**src/rtl/conv_pool_addr_gen_if.sv**
```systemverilog
// Read-address channel between the conv/pool address generator and the feature-map RAM port.
// The master presents an address plus window/pool/channel tags; the slave accepts with addr_ready.
interface conv_pool_addr_gen_if #(
  parameter int ADDR_W = 16
);
  logic [ADDR_W-1:0] addr;
  logic              addr_valid;
  logic              addr_ready;
  logic              win_last;
  logic              pool_last;
  logic              ch_last;

  modport master (
    output addr, addr_valid, win_last, pool_last, ch_last,
    input  addr_ready
  );

  modport slave (
    input  addr, addr_valid, win_last, pool_last, ch_last,
    output addr_ready
  );
endinterface

```
**src/rtl/conv_pool_addr_gen.sv**
```systemverilog
// Read-address generator for the conv+maxpool feature-map buffer: walks every kernel tap of every
// conv window, grouped by pooling window and channel, one flat address per accepted beat.
module conv_pool_addr_gen #(
  parameter int IMG_W  = 28,
  parameter int IMG_H  = 28,
  parameter int K      = 5,
  parameter int STRIDE = 1,
  parameter int POOL   = 2,
  parameter int CH     = 1,
  parameter int ADDR_W = 16
) (
  input  logic                 clk,
  input  logic                 n_reset,
  input  logic                 start,
  input  logic                 abort,
  input  logic [ADDR_W-1:0]    base_addr,
  conv_pool_addr_gen_if.master rd,
  output logic                 busy,
  output logic                 done
);

  localparam int OUT_W = (IMG_W - K) / STRIDE + 1;
  localparam int OUT_H = (IMG_H - K) / STRIDE + 1;
  localparam int PW    = OUT_W / POOL;
  localparam int PH    = OUT_H / POOL;

  localparam int KW  = (K    > 1) ? $clog2(K)    : 1;
  localparam int PLW = (POOL > 1) ? $clog2(POOL) : 1;
  localparam int PCW = (PW   > 1) ? $clog2(PW)   : 1;
  localparam int PRW = (PH   > 1) ? $clog2(PH)   : 1;
  localparam int CHW = (CH   > 1) ? $clog2(CH)   : 1;
  localparam int AW  = ADDR_W + 8;

  localparam logic [KW-1:0]  K_MAX  = KW'(K - 1);
  localparam logic [PLW-1:0] P_MAX  = PLW'(POOL - 1);
  localparam logic [PCW-1:0] PC_MAX = PCW'(PW - 1);
  localparam logic [PRW-1:0] PR_MAX = PRW'(PH - 1);
  localparam logic [CHW-1:0] CH_MAX = CHW'(CH - 1);

  localparam logic [AW-1:0] IMG_W_C  = AW'(IMG_W);
  localparam logic [AW-1:0] PLANE_C  = AW'(IMG_W * IMG_H);
  localparam logic [AW-1:0] POOL_C   = AW'(POOL);
  localparam logic [AW-1:0] STRIDE_C = AW'(STRIDE);

  // A geometry that does not tile exactly would silently skip border pixels.
  if ((IMG_W - K) % STRIDE != 0 || (IMG_H - K) % STRIDE != 0 ||
      OUT_W % POOL != 0 || OUT_H % POOL != 0) begin : g_bad_geometry
    $error("conv_pool_addr_gen: image/kernel/stride/pool geometry does not tile exactly");
  end

  typedef enum logic [1:0] {S_IDLE, S_RUN, S_DONE} state_t;

  state_t            state;
  logic [ADDR_W-1:0] base_q;
  logic [KW-1:0]     kj, ki;
  logic [PLW-1:0]    pj, pi;
  logic [PCW-1:0]    pc;
  logic [PRW-1:0]    pr;
  logic [CHW-1:0]    ch;

  logic running;
  logic kj_t, ki_t, pj_t, pi_t, pc_t, pr_t, ch_t;
  logic beat, c_ki, c_pj, c_pi, c_pc, c_pr, c_ch, last_beat;
  logic win_last, pool_last;
  logic [AW-1:0] row, col;

  assign running = (state == S_RUN);

  assign kj_t = (kj == K_MAX);
  assign ki_t = (ki == K_MAX);
  assign pj_t = (pj == P_MAX);
  assign pi_t = (pi == P_MAX);
  assign pc_t = (pc == PC_MAX);
  assign pr_t = (pr == PR_MAX);
  assign ch_t = (ch == CH_MAX);

  // Carry ripples outward only on an accepted beat; each stage enables the next counter.
  assign beat      = running & rd.addr_ready;
  assign c_ki      = beat & kj_t;
  assign c_pj      = c_ki & ki_t;
  assign c_pi      = c_pj & pj_t;
  assign c_pc      = c_pi & pi_t;
  assign c_pr      = c_pc & pc_t;
  assign c_ch      = c_pr & pr_t;
  assign last_beat = c_ch & ch_t;

  assign row = (AW'(pr) * POOL_C + AW'(pi)) * STRIDE_C + AW'(ki);
  assign col = (AW'(pc) * POOL_C + AW'(pj)) * STRIDE_C + AW'(kj);

  assign win_last  = running & kj_t & ki_t;
  assign pool_last = win_last & pj_t & pi_t;

  // Outputs decode registers only, so addr_ready never reaches them combinationally.
  assign rd.addr       = running ? ADDR_W'(AW'(base_q) + AW'(ch) * PLANE_C + row * IMG_W_C + col)
                                 : '0;
  assign rd.addr_valid = running;
  assign rd.win_last   = win_last;
  assign rd.pool_last  = pool_last;
  assign rd.ch_last    = pool_last & pc_t & pr_t;
  assign busy          = running;
  assign done          = (state == S_DONE);

  // NOTE: sequential state uses non-blocking (<=) so every flop samples pre-edge values.
  always_ff @(posedge clk or negedge n_reset) begin
    if (!n_reset) begin
      state  <= S_IDLE;
      base_q <= '0;
      kj     <= '0;
      ki     <= '0;
      pj     <= '0;
      pi     <= '0;
      pc     <= '0;
      pr     <= '0;
      ch     <= '0;
    end else if (abort) begin
      state <= S_IDLE;
    end else begin
      case (state)
        S_IDLE: begin
          if (start) begin
            state  <= S_RUN;
            base_q <= base_addr;
            kj     <= '0;
            ki     <= '0;
            pj     <= '0;
            pi     <= '0;
            pc     <= '0;
            pr     <= '0;
            ch     <= '0;
          end
        end
        S_RUN: begin
          if (last_beat) state <= S_DONE;
          if (beat) kj <= kj_t ? '0 : kj + KW'(1);
          if (c_ki) ki <= ki_t ? '0 : ki + KW'(1);
          if (c_pj) pj <= pj_t ? '0 : pj + PLW'(1);
          if (c_pi) pi <= pi_t ? '0 : pi + PLW'(1);
          if (c_pc) pc <= pc_t ? '0 : pc + PCW'(1);
          if (c_pr) pr <= pr_t ? '0 : pr + PRW'(1);
          if (c_ch) ch <= ch_t ? '0 : ch + CHW'(1);
        end
        default: state <= S_IDLE;
      endcase
    end
  end

endmodule
```
**src/flat_wrapper.sv**
```systemverilog
// flat-port wrapper written by rule: the top's interface ports become plain ports
module conv_pool_addr_gen_flat 
#(
  parameter int IMG_W  = 28,
  parameter int IMG_H  = 28,
  parameter int K      = 5,
  parameter int STRIDE = 1,
  parameter int POOL   = 2,
  parameter int CH     = 1,
  parameter int ADDR_W = 16
)
  (clk, n_reset, start, abort, base_addr, busy, done, rd_addr, rd_addr_valid, rd_win_last, rd_pool_last, rd_ch_last, rd_addr_ready);
  conv_pool_addr_gen_if #(.ADDR_W(ADDR_W)) rd_i ();
  input  logic clk;
  input  logic n_reset;
  input  logic start;
  input  logic abort;
  input  logic [ADDR_W-1:0] base_addr;
  output logic busy;
  output logic done;
  output wire logic [$bits(rd_i.addr)-1:0] rd_addr;
  output wire logic [$bits(rd_i.addr_valid)-1:0] rd_addr_valid;
  output wire logic [$bits(rd_i.win_last)-1:0] rd_win_last;
  output wire logic [$bits(rd_i.pool_last)-1:0] rd_pool_last;
  output wire logic [$bits(rd_i.ch_last)-1:0] rd_ch_last;
  input wire logic [$bits(rd_i.addr_ready)-1:0] rd_addr_ready;
  assign rd_addr = rd_i.addr;
  assign rd_addr_valid = rd_i.addr_valid;
  assign rd_win_last = rd_i.win_last;
  assign rd_pool_last = rd_i.pool_last;
  assign rd_ch_last = rd_i.ch_last;
  assign rd_i.addr_ready = rd_addr_ready;
  conv_pool_addr_gen #(.IMG_W(IMG_W), .IMG_H(IMG_H), .K(K), .STRIDE(STRIDE), .POOL(POOL), .CH(CH), .ADDR_W(ADDR_W)) u_core (.clk(clk), .n_reset(n_reset), .start(start), .abort(abort), .base_addr(base_addr), .rd(rd_i), .busy(busy), .done(done));
endmodule
```
**config.mk**
```make
export PLATFORM = sky130hd
export DESIGN_NAME = conv_pool_addr_gen_flat
export DESIGN_NICKNAME = d
export VERILOG_FILES = /design/src/rtl/conv_pool_addr_gen_if.sv /design/src/rtl/conv_pool_addr_gen.sv /design/src/flat_wrapper.sv
export SDC_FILE = /design/constraint.sdc
export NUM_CORES = 1
export LEC_CHECK = 0
export ABC_AREA = 0
export CORE_MARGIN = 10
export CORE_UTILIZATION = 42
export CTS_CLUSTER_DIAMETER = 200
export CTS_CLUSTER_SIZE = 40
export DETAILED_ROUTE_END_ITERATION = 12
export HOLD_SLACK_MARGIN = 0.15
export PLACE_DENSITY = 0.61
export SYNTH_ARGS = -nofsm -noshare
export SYNTH_HDL_FRONTEND = slang
export SYNTH_SLANG_ARGS = --single-unit
```
**constraint.sdc**
```tcl
create_clock -name clk -period 8.67 [get_ports clk]
set_input_delay 2.601 -clock clk [delete_from_list [all_inputs] [get_ports clk]]
set_output_delay 2.601 -clock clk [all_outputs]
set_load 0.01 [all_outputs]
```
==> results of run 1 <==
layout by cell type (no fill, tap or decap), types with 3 or more instances in the layout:
cell type / n
a21oi_2: 4
a31oi_1: 4
nand4_1: 4
nor3_1: 7
buf_4: 5
clkbuf_8: 6
o21ai_0: 6
fa_1: 11
ha_1: 44
xor2_1: 5
nand3b_1: 3
o21ai_1: 9
mux2_1: 13
a21o_1: 15
nand2_1: 17
nor2_1: 16
inv_1: 33
nor3b_1: 3
clkdlybuf4s50_1: 42
dfrtp_1: 33
xnor2_1: 10
and2_1: 7
a21oi_1: 10
nand3_1: 10
cells in the mapped netlist (4+ instances only):
cell type / instances / area share (%)
nand3_1: 10 / 1.6
nor2_1: 16 / 1.9
o21ai_0: 6 / 0.95
xor2_1: 6 / 1.7
inv_1: 33 / 3.9
dfrtp_1: 34 / 27
clkbuf_1: 4 / 0.48
a31oi_1: 4 / 0.79
a21o_1: 15 / 3.6
fa_1: 11 / 7.0
and2_1: 7 / 1.4
buf_2: 4 / 0.63
mux2_1: 13 / 4.6
ha_1: 45 / 18
a21oi_1: 14 / 2.2
nand4_1: 4 / 0.79
o21ai_1: 9 / 1.4
nand2_1: 17 / 2.0
nor3_1: 7 / 1.1
xnor2_1: 11 / 3.1
metal layers:
layer	GRT usage [%]	vias to the layer above
li1	-	1252
met1	16.69	1189
met2	20.59	56
met3	3.114	6
met4	2.901	0
met5	0	-
final timing paths:
check                             startpoint                 to  slack, ps  cells after the start
setup reg to reg             u_core.state[0]       u_core.pc[3]       6450                      5
min in group asynchronous            n_reset  u_core.base_q[10]       2710                      2
max in group asynchronous            n_reset       u_core.ki[0]       5610                      2
hold / removal             u_core.base_q[11]  u_core.base_q[11]        500                      1
setup / recovery                u_core.pr[0]        rd_addr[14]        310                     21
hold reg to reg            u_core.base_q[11]  u_core.base_q[11]        500                      1
flip-flops by register name, indices dropped and copies added (netlist names):
| register | cells |
|---|---|
| u_core.pj | 1 |
| u_core.state | 2 |
| u_core.pr | 4 |
| u_core.pi | 1 |
| u_core.kj | 3 |
| u_core.ki | 3 |
| u_core.pc | 4 |
| u_core.base_q | 16 |
final cells by class:
type / instances / share of cell area, %
multi-input combinational: 250 / 56.90
timing repair buffer: 47 / 11.94
clock buffer: 6 / 2.153
inverter: 33 / 3.230
tap: 99 / 3.230
clock inverter: 2 / 0.3263
sequential: 34 / 22.22
worst max-delay path, cell delays in order, from the launching register on:
cell             delay [ps]
dfrtp_1                 450
ha_1                    320
a21o_1                  200
a21oi_2                 210
xnor2_2                 200
inv_1                   100
fa_1                    570
inv_1                    60
ha_1                    280
a21o_1                  190
a21oi_2                 170
o21ai_0                 120
xor2_1                  150
ha_1                    280
ha_1                    290
ha_1                    360
a21o_1                  210
a31o_1                  250
a31oi_1                 210
a21oi_1                  90
nor3b_1                 180
clkdlybuf4s50_1         570
through the flow:
step / area [um2] / hold WS [ps]
finish: 3835 / 499.3
detailed placement: 3667 / 488.5
CTS: 3770 / 506.4
floorplan: 3156 / 464.9
global placement: 3667 / 483.3
global route: 3835 / 521.5
cells by family (layout without fill, tap and decap cells):
| kind of cell | count (synthesis) | in the layout | synth area share, % |
|---|---|---|---|
| adder cells (fa/ha/maj) | 56 | 56 | 24.82 |
| flip-flops | 34 | 34 | 26.96 |
| multiplexers | 16 | 16 | 5.630 |
| buffers and inverters | 43 | 88 | 5.392 |
| AO/OA/AOI/OAI | 77 | 77 | 17.25 |
| AND/OR/NAND/NOR | 84 | 84 | 15.23 |
| XOR/XNOR | 17 | 17 | 4.718 |
report_power, final:
part	leakage (uW)	switching, uW	internal, uW
registers	0.000437	16.0	177
clock network	0.0000472	68.2	64.0
logic	0.00137	104	102
what timing repair did:
action,CTS,global route
gates resized for setup,1,9
setup endpoints to repair,1,6
pin swaps,0,1
setup buffers,0,4
==> metrics.md, run 1 <==
| Metric | Value |
|---|---|
| Routed len/inst | `15.00 um` |
| Storage cell area | `852.1 um2` |
| First-pass GRT wire length | `12,120 um` |
| Slew Limit Fails | `0` |
| CP Class | `flop to output port` |
| Multi-input gate area in the final layout | `roughly 2200 um2` |
| Ratio of cells with drive above 1 in the final layout | `about a tenth` |
| Num CTS Buffers | `5` |
| Latest clock arrival within the worst-skew pair | `300 ps` |
| Synthesis-to-layout area growth | `21.53%` |
| CTS root buf | `clkbuf_8` |
| Asr flop ratio synth | `100.0%` |
| Clk buf depth | `2` |
| Cell Count, Final, Fillers Out | `471` |
| Max cap viols | `0` |
| Nets | `448` |
| Total grt overflow | `0` |
| Die area | `11,380 um2` |
| Worst-path clk slew | `80 ps` |
| Die height | `106.7 um` |
| Via/cell ratio | `5.314` |
| ANT cells | `0` |
| Global Route Usage Sum | `12.72%` |
| Clock sink total | `34` |
| Worst-Margin Slew | `around 1100 ps` |
| Cells after DPL | `459` |
| Drt drc | `0` |
| Final Cycle Share | `96.45%` |
| Mean Syn Cell Area | `9.650 um2` |
| Synthesized flop and latch total | `34` |
| Fmax | `0.1196 GHz` |
| Seq/Total Area, Yosys | `26.96%` |
| Mapped Cells | `327` |
| Setup TNS | `0 ps` |
| Max VDD drop | `0.00009231 V` |
| Met2 wire length | `roughly 3300 um` |
| Ys Warns | `0` |
| Post-route minimum period | `8362 ps` |
| Syn Nets | `between 400 and 500` |
| Top Metal Used | `met4` |
| Worst Path Required | `6070 ps` |
| Remaining antenna violation count | `0` |
| WL met3 | `363 um` |
| Crit-path max FO | `6` |
| Final design utilization | `52.59%` |
| Distinct cell type count after synthesis | `between 60 and 70` |
| Starting Density | `43.27%` |
| Slew HR | `26.61%` |
| Vias in the first global route | `2,502` |
| Largest net degree at the start of global routing | `35` |
| Final WS setup | `307.9 ps` |
| Critical Path AT | `5760 ps` |
| TritonCTS clock tree | `done` |
| Clk_skew | `~8.5 ps` |
| Std-Cell Rows | `31` |
| Leakage power | `0.001853 uW` |
| Post-synthesis instance area | `roughly 3200 um2` |
| Core area | `7292 um2` |
| I/O Buffers | `42` |
| Wire length on met1 | `~3400 um` |
| Startpoint types | `flop` |
| DP Worst Slack | `about 280 ps` |
| Final wirelength | `7063 um` |
| Total power | `around 530 uW` |
| CTS Hold Buffers Added | `0` |
| Worst Setup End Kind | `output port` |
| DRT iter0 DRCs | `126` |
| Post-synth EDFFs | `0` |
| Primary FF master, synth | `dfrtp_1` |
| PwrDens | `138.7 nW/um2` |
| Vias | `2,503` |
| Initial antenna violation count | `0` |
| Fill count | `690` |
| Die W | `between 100 and 150 um` |
| Final count of negative-setup-slack endpoints | `0` |
| Status | `completed` |
| Final weighted congestion in routability-driven placement | `around 0.85` |
| I/O pins | `43` |
| H-tree levels | `2` |
| Hold Fails Final Rpt | `0` |
| Worst min path class | `flop to flop` |
| Detail Placement HPWL | `5421 um` |
| Drt first pass iters | `4` |
Power figures use the tool's default switching activity.
==> run 2, diff against run 1 <==
--- a/config.mk
+++ b/config.mk
@@ -13,6 +13,7 @@
 export DETAILED_ROUTE_END_ITERATION = 12
 export HOLD_SLACK_MARGIN = 0.15
 export PLACE_DENSITY = 0.61
+export SLEW_MARGIN = 20
 export SYNTH_ARGS = -nofsm -noshare
 export SYNTH_HDL_FRONTEND = slang
 export SYNTH_SLANG_ARGS = --single-unit
==> metrics.md, run 2 (synthesis gave the netlist of run 1 again) <==
| Metric | Value |
|---|---|
| I/O pins | `43 (unchanged)` |
| ANT cells | `0 (unchanged)` |
| Worst Setup End Kind | `output port` |
| Slew Limit Fails | `0 (unchanged)` |
| Hold Fails Final Rpt | `0 (unchanged)` |
| Crit-path max FO | `6 (unchanged)` |
| WP buf/inv | `3 (unchanged)` |
| Std-Cell Rows | `31 (unchanged)` |
| Final wirelength | `7092 um (+0.41%)` |
| Worst min path class | `flop to flop` |
| I/O Buffers | `42 (unchanged)` |
| Regs by FF count | `u_core.base_q (16), u_core.pc (4), u_core.pr (4)` |
| Final weighted congestion in routability-driven placement | `0.8526 (unchanged)` |
| Startpoint types | `flop` |
| Worst-Margin Slew | `599.1 ps (-498.2 ps)` |
| Crit path largest cell delay | `570 ps (about the same)` |
| Status | `completed` |
| Drt first pass iters | `4 (unchanged)` |
| Worst Path Required | `6070 ps (about the same)` |
| Largest register by flop count | `u_core.base_q` |
| DRT iter0 DRCs | `142 (+13%)` |
| PwrDens | `138.4 nW/um2 (-0.22%)` |
| TritonCTS clock tree | `done` |
| CP Class | `flop to output port` |
| Clk buf depth | `2 (unchanged)` |
| Clk_skew | `9.888 ps (+1.351 ps)` |
| Fmax | `0.1196 GHz (about the same)` |
| Kind of cell adding the most delay to the critical path | `adder cells` |
| Cell Count, Final, Fillers Out | `472 (+0.21%)` |
| H-tree levels | `2 (unchanged)` |
| Crit-path cells | `ha_1 -> a21o_1 -> a21oi_2 -> xnor2_2 -> inv_1 -> fa_1 -> inv_1 -> ha_1 -> a21o_1 -> a21oi_2 -> o21ai_0 -> xor2_1 -> ha_1 -> ha_1 -> ha_1 -> a21o_1 -> a31o_1 -> a31oi_1 -> a21oi_1 -> nor3b_1 -> clkdlybuf4s50_1` |
| Core area | `7292 um2 (unchanged)` |
| Largest net degree at the start of global routing | `35 (unchanged)` |
| Die W | `106.7 um (unchanged)` |
| CTS Hold Buffers Added | `0 (unchanged)` |
| Clock sink total | `34 (unchanged)` |
| CTS root buf | `clkbuf_8` |
| Vias in the first global route | `2,502 (unchanged)` |
| Total grt overflow | `0 (unchanged)` |
| Vias | `2,491 (-0.48%)` |
| Worst-path clk slew | `80 ps (about the same)` |
| Cells after DPL | `459 (unchanged)` |
| Drt drc | `0 (unchanged)` |
| Via/cell ratio | `5.278 (-0.69%)` |
| Commonest non-fill, non-tap cell in the layout | `ha_1` |
| Die area | `11,380 um2 (unchanged)` |
| Initial antenna violation count | `0 (unchanged)` |
| Latest clock arrival within the worst-skew pair | `300 ps (about the same)` |
| Multi-input gate area in the final layout | `2182 um2 (unchanged)` |
| Critical Path AT | `5760 ps (about the same)` |
| Nets | `449 (+0.22%)` |
| Storage cell area | `852.1 um2 (unchanged)` |
| Num CTS Buffers | `5 (unchanged)` |
| Ratio of cells with drive above 1 in the final layout | `10.19% (+0.24 points)` |
| Max FFs per register | `16 (unchanged)` |
| Starting Density | `43.27% (unchanged)` |
| Crit-path slowest cell | `fa_1` |
| Final Cycle Share | `96.40% (about the same)` |
| Fill count | `689 (-0.14%)` |
| Final WS setup | `312.2 ps (+4.303 ps)` |
| DP Worst Slack | `284.9 ps (unchanged)` |
| Leakage power | `0.001861 uW (+0.39%)` |
| Routed len/inst | `15.03 um (+0.20%)` |
| Max cap viols | `0 (unchanged)` |
| First-pass GRT wire length | `12,120 um (unchanged)` |
| Max VDD drop | `0.00009259 V (+0.30%)` |
| Die height | `106.7 um (unchanged)` |
| Most frequent cells in the layout | `ha_1 (44), clkdlybuf4s50_1 (42), inv_1 (33), dfrtp_1 (33), nand2_1 (17)` |
| Synthesis-to-layout area growth | `22.01%` |
| Hold Crit Start | `u_core.base_q[11]` |
| Final count of negative-setup-slack endpoints | `0 (unchanged)` |
| Global Route Usage Sum | `12.72% (unchanged)` |
| CP dominant cell by count | `ha_1` |
| Detail Placement HPWL | `5421 um (unchanged)` |
| Reg2reg start | `u_core.ki[0]` |
| Slew HR | `59.73% (+33 points)` |
| CP startpoint | `u_core.pr[0]` |
| Post-route minimum period | `8358 ps (-4.303 ps)` |
| Remaining antenna violation count | `0 (unchanged)` |
## run 2: changes by cell type in the layout (fill, tap and decap cells not counted)
cell,delta
buf_8,+1
## run 2: timing repair
action	4_1_cts	5_1_grt
pin swaps	0	1
endpoints found under the setup margin	1	6
gates resized for setup	1	9
gates cloned	0	0
buffers inserted	0	4
## run 2: where the power goes
part	total (uW)	switching, uW	internal, uW
Sequential	193	16.0	177
Combinational	207	104	103
Clock	132	68.1	64.0
## run 2: final cells by class
| cell class | count | area share, % |
|---|---|---|
| multi-input combinational | 250 | 56.68 |
| inverter | 33 | 3.217 |
| clock buffer | 6 | 2.145 |
| clock inverter | 2 | 0.3250 |
| timing repair buffer | 48 | 12.28 |
| sequential | 34 | 22.13 |
| tap | 99 | 3.217 |
## run 2: final timing paths
path                                      to  cells past startpoint  slack [ps]
setup reg to reg                u_core.pr[2]                      8        6580
hold / removal             u_core.base_q[11]                      1         500
max in group asynchronous       u_core.ki[0]                      2        5620
hold reg to reg            u_core.base_q[11]                      1         500
min in group asynchronous    u_core.state[1]                      2        2720
setup / recovery                 rd_addr[14]                     21         310
## run 2: per-stage QoR
stage / util [%] / hold WS [ps] / instance area, um2 / power, uW / TNS (ps)
after floorplan: - / 464.9 / 3156 / 326.3 / 0
after global placement: 50.29 / 483.3 / 3667 / 399.4 / 0
after detailed placement: 50.29 / 488.5 / 3667 / 401.2 / 0
after CTS: 51.70 / 506.4 / 3770 / 533.6 / 0
after global routing: 52.80 / 521.5 / 3850 / 575.1 / -24.06
final: 52.80 / 499.2 / 3850 / 532.8 / 0
## run 2: per-layer routing
layer | global-route usage [%] | share of wire (%)
met1 | 16.69 | 49
met2 | 20.59 | 47
met3 | 3.114 | 4.0
met4 | 2.901 | 0.68
met5 | 0 | 0
## run 2: worst register-to-register path, cell delays in order (launching register included)
cell     delay, ps
dfrtp_2        440
buf_4          150
inv_1           50
ha_1           200
nand4_1        260
nor4_4         450
a21oi_2        190
o21ai_2        180
o31ai_2         70
